--- src/rtl/decade_gate_sequencer.sv ---
// Gated event counter: clears a cascaded BCD chain, counts event strobes for a fixed
// window of clock cycles, then holds the frozen result on a valid/ready output.
module decade_gate_sequencer #(
  parameter int DIGITS      = 4,
  parameter int GATE_CYCLES = 1000,
  parameter int GATE_W      = 16
) (
  input  logic                  clk,
  input  logic                  reset,
  input  logic                  start_i,
  input  logic                  stop_i,
  input  logic                  event_i,
  output logic                  busy_o,
  output logic [4*DIGITS-1:0]   count_o,
  output logic [4*DIGITS-1:0]   result_o,
  output logic                  overflow_o,
  output logic                  valid_o,
  input  logic                  ready_i,
  output logic [1:0]            state_o
);

  localparam int W = 4 * DIGITS;
  localparam logic [GATE_W-1:0] GATE_LAST = GATE_W'(GATE_CYCLES - 1);

  // Handshake: the result is transferred on a rising edge where valid_o & ready_i.
  // valid_o rises only on entry to REPORT and never drops until that transfer.
  typedef enum logic [1:0] {
    S_IDLE   = 2'd0,
    S_COUNT  = 2'd1,
    S_REPORT = 2'd2
  } state_e;

  state_e              state_q, state_d;
  logic [GATE_W-1:0]   gate_q, gate_d;
  logic [W-1:0]        count_q, count_d;
  logic [W-1:0]        result_q, result_d;
  logic                ovf_q, ovf_d;
  logic                result_ovf_q, result_ovf_d;
  logic [W-1:0]        count_inc;
  logic                carry_top;

  // Decimal increment of the whole chain; carry_top flags a wrap past all-9s.
  always_comb begin
    logic carry;
    carry     = 1'b1;
    count_inc = count_q;
    for (int i = 0; i < DIGITS; i++) begin
      if (carry) begin
        if (count_q[4*i +: 4] == 4'd9) begin
          count_inc[4*i +: 4] = 4'd0;
        end else begin
          count_inc[4*i +: 4] = count_q[4*i +: 4] + 4'd1;
          carry               = 1'b0;
        end
      end
    end
    carry_top = carry;
  end

  always_comb begin
    state_d      = state_q;
    gate_d       = gate_q;
    count_d      = count_q;
    ovf_d        = ovf_q;
    result_d     = result_q;
    result_ovf_d = result_ovf_q;
    case (state_q)
      S_IDLE: begin
        if (start_i && !stop_i) begin
          state_d = S_COUNT;
          gate_d  = '0;
          count_d = '0;
          ovf_d   = 1'b0;
        end
      end
      S_COUNT: begin
        // An abort leaves the partial count visible and the last result untouched.
        if (stop_i) begin
          state_d = S_IDLE;
        end else begin
          gate_d = gate_q + 1'b1;
          if (event_i) begin
            count_d = count_inc;
            if (carry_top) ovf_d = 1'b1;
          end
          if (gate_q == GATE_LAST) begin
            state_d      = S_REPORT;
            result_d     = count_d;
            result_ovf_d = ovf_d;
          end
        end
      end
      S_REPORT: begin
        if (ready_i) state_d = S_IDLE;
      end
      default: state_d = S_IDLE;
    endcase
  end

  always_ff @(posedge clk or negedge reset) begin
    if (!reset) begin
      state_q      <= S_IDLE;
      gate_q       <= '0;
      count_q      <= '0;
      ovf_q        <= 1'b0;
      result_q     <= '0;
      result_ovf_q <= 1'b0;
    end else begin
      state_q      <= state_d;
      gate_q       <= gate_d;
      count_q      <= count_d;
      ovf_q        <= ovf_d;
      result_q     <= result_d;
      result_ovf_q <= result_ovf_d;
    end
  end

  assign busy_o     = (state_q != S_IDLE);
  assign valid_o    = (state_q == S_REPORT);
  assign count_o    = count_q;
  assign result_o   = result_q;
  assign overflow_o = result_ovf_q;
  assign state_o    = state_q;

endmodule

--- config.mk ---
export PLATFORM = sky130hd
export DESIGN_NAME = decade_gate_sequencer
export DESIGN_NICKNAME = d
export VERILOG_FILES = /design/src/rtl/decade_gate_sequencer.sv
export SDC_FILE = /design/constraint.sdc
export NUM_CORES = 1
export LEC_CHECK = 0
export BUFFER_PORTS_ARGS = -buffer_cell sky130_fd_sc_hd__buf_2
export CAP_MARGIN = 20
export CORE_UTILIZATION = 50
export DETAILED_ROUTE_END_ITERATION = 16
export PLACE_DENSITY = 0.71
export SKIP_CTS_REPAIR_TIMING = 1
export SYNTH_ARGS = -nofsm -noshare
export SYNTH_HDL_FRONTEND = slang
export SYNTH_SLANG_ARGS = --single-unit
--- constraint.sdc ---
create_clock -name clk -period 4.5 [get_ports clk]
set_clock_uncertainty 0.2 [all_clocks]
set_input_delay 0.675 -clock clk [delete_from_list [all_inputs] [get_ports clk]]
set_output_delay 0.675 -clock clk [all_outputs]
set_load 0.01 [all_outputs]
==> impl_metrics.ini <==
[routing]
drt_iter0_markers = 209
ant_nets = 0
routed-via-count = 2281
detail_route.wl_per_cell_um = 15.3
drtPass1Iterations = 4
drt_wl_total_mm = 5.98
via_per_inst = 5.83
drc = 0

[global_route]
grt_max_degree = 53
antenna_found_initial = 0
grt_pass1_wl_mm = 10.3
track_usage_pct = 21.3
grt_pass1_vias = 2178
grt-ovfl-total = 0

[logic_synthesis]
ys.warnings.count = 0
ys_seq_area_share_pct = 45.2
ys.flop_type = dfrtp_1
synth_nets = 294
synthesis.area_sq_um = 2880
synth_cells = 287
ys_ff_latch = 52
synth_top_area_share_pct = 45.2
netlist_top_cells_area = dfrtp_1 45%, mux2_2 3.5%, a21oi_1 2.8%, o21ai_0 2.8%, mux2_4 2.6%
synth_common_cells = 52 x dfrtp_1, 19 x nand2_1, 16 x a21oi_1, 16 x o21ai_0, 14 x clkbuf_1
yosysMostFrequentCell = dfrtp_1
synth_edf_count = 0
yosys.area.top_type = dfrtp_1
syn_avg_cell_area_sq_um = 10.0
synth_cell_types = 54
async_flop_share_pct = 100

[clock_tree]
clkLatencyLatePin_ps = 290
cts_root_buf = clkbuf_8
cts_tree = built
numCtsBuffers = 5
cts.sinks = 52
clk_pin_slew_ps = 90
cts_max_level = 2
cts_buffer_depth = 2

[worst_setup_path]
cp_max_fo = 18
critPathMaxStageDelay_ps = 560
critPathTopFamily = simple AND/OR/NAND/NOR gates
crit_type = register to register
crit_slowest_cell = or4_4
path_buf_inv = 0
cp.arrival_ps = 2430
worstSetupEndpointType = register
critPathLaunchType = register
cp_cell_sequence = or4_4 > nor4_4 > and2_4 > mux2_2
cp.required_ps = 4490
reg2reg_slack_ps = 2050

[timing]
period_needed_ps = 2450
grt_setup_unrepaired = false
slew_viol_final = 0
period_share_pct = 54.4
max_slew_margin_pct = 41.2
finalSetupViolCount = 0
max_freq_ghz = 0.409
final_hold_viol_count = 0
tns_ps = 0
tightest_slew_ps = 878

[run]
cap_violations = 0

[pwr]
p_per_area_nw_per_um2 = 261
vdd_ir_drop_max_v = 0.000164
p_leak_nw = 1.49

[floorplan]
num_rows = 27
core_sq_um = 5540
dieWidth_um = 77.9
die_area_sq_um = 6070
start_util_pct = 52.0
dieHeight_um = 77.9
io_pins = 43

[placement]
hpwl_mm = 4.04
place_congestion = 0.759
io_buffers = 42

[finish]
diodes = 0
fillers = 506
final_nets = 325
drive_gt1_share_pct = 23.2
area_growth_pct = 9.95
utilization_pct = 57.2

[min_path]
min_path_type = input pin to async pin

[status]
status = finished clean
## flip-flops by register name, summed over array words and instances, names as in the netlist
register	count
ovf_q	1
result_o	16
state_o	2
count_o	16
overflow_o	1
gate_q	16
## cell type report
| cell class | instances | area [sq um] | share of cell area (%) |
|---|---|---|---|
| multi-input cells | 204 | 1420 | 44.9 |
| inverters | 12 | 45.0 | 1.42 |
| repair buffers | 43 | 218 | 6.87 |
| flip-flops and latches | 52 | 1300 | 41.1 |
| well taps | 72 | 90.1 | 2.84 |
| clock buffers | 8 | 90.1 | 2.84 |
## cell usage in the layout (no fill, tap or decap), drive strengths merged, types with 2 or more instances in the layout
cell	count
or2	4
nand2	19
buf	43
nor3b	2
a21o	3
nor4	5
o31ai	10
or3	7
nand3b	2
o21ai	16
nand4	8
a31oi	3
clkbuf	8
nand3	8
and2	3
mux2i	5
nand2b	4
o211ai	2
or4	9
xnor2	8
a21oi	16
nor2	12
o21bai	2
nor3	4
mux2	14
inv	12
xor2	5
a22o	6
nor4bb	2
and4	2
nor2b	8
dfrtp	52
and4b	2
## worst register-to-register path, stage by stage (launching register included)
cell and delay, ps:
dfrtp_1 430, or4_4 560, nor4_4 370, and2_4 400, mux2_2 380
## power breakdown
group,internal [W],switching [W]
sequential,0.000476,0.0000133
clock,0.000126,0.000146
combinational,0.0000219,0.0000418
total,0.000624,0.000202
## logic make-up (layout without fill, tap and decap cells)
logic type / Yosys count / count (layout) / share of synthesized area (%)
and+or+nand+nor: 105 / 105 / 21.9
buffers and inverters: 31 / 63 / 5.82
adders and majority gates: 1 / 1 / 0.434
DFF: 52 / 52 / 45.2
AOI/OAI and AO/OA: 66 / 66 / 14.9
muxes: 19 / 19 / 7.86
xor gates and xnor gates: 13 / 13 / 3.95
## metrics by stage
stage	std cells	hold slack, ps	instance area, sq um	setup slack [ps]	power [W]
2_1_floorplan	287	179	2880	2130	0.000536
3_3_place_gp	383	286	3070	1870	0.000562
3_5_place_dp	383	292	3070	1740	0.000563
4_1_cts	391	311	3160	1710	0.000836
5_1_grt	391	334	3170	1860	0.000861
6_report	391	276	3170	2050	0.000825
## path summary, 6_finish.rpt
check,cells past startpoint,startpoint,end
setup reg to reg,4,gate_q[12],result_o[6]
setup / recovery,4,gate_q[12],result_o[6]
hold / removal,2,reset,result_o[9]
max in group asynchronous,2,reset,count_o[8]
hold reg to reg,1,result_o[0],result_o[0]
min in group clk,1,result_o[0],result_o[0]
## metal layers
layer / part of all wire (%) / global-route usage, % / wire, um / vias to the layer above
met3: 5.0 / 3.53 / 301 / 4
met4: 0.77 / 7.04 / 46 / 0
li1: - / - / - / 1108
met1: 48 / 30.3 / 2840 / 1107
met5: 0 / 0 / 0 / -
met2: 47 / 33.0 / 2790 / 62
(Power assumes the default switching activity.)
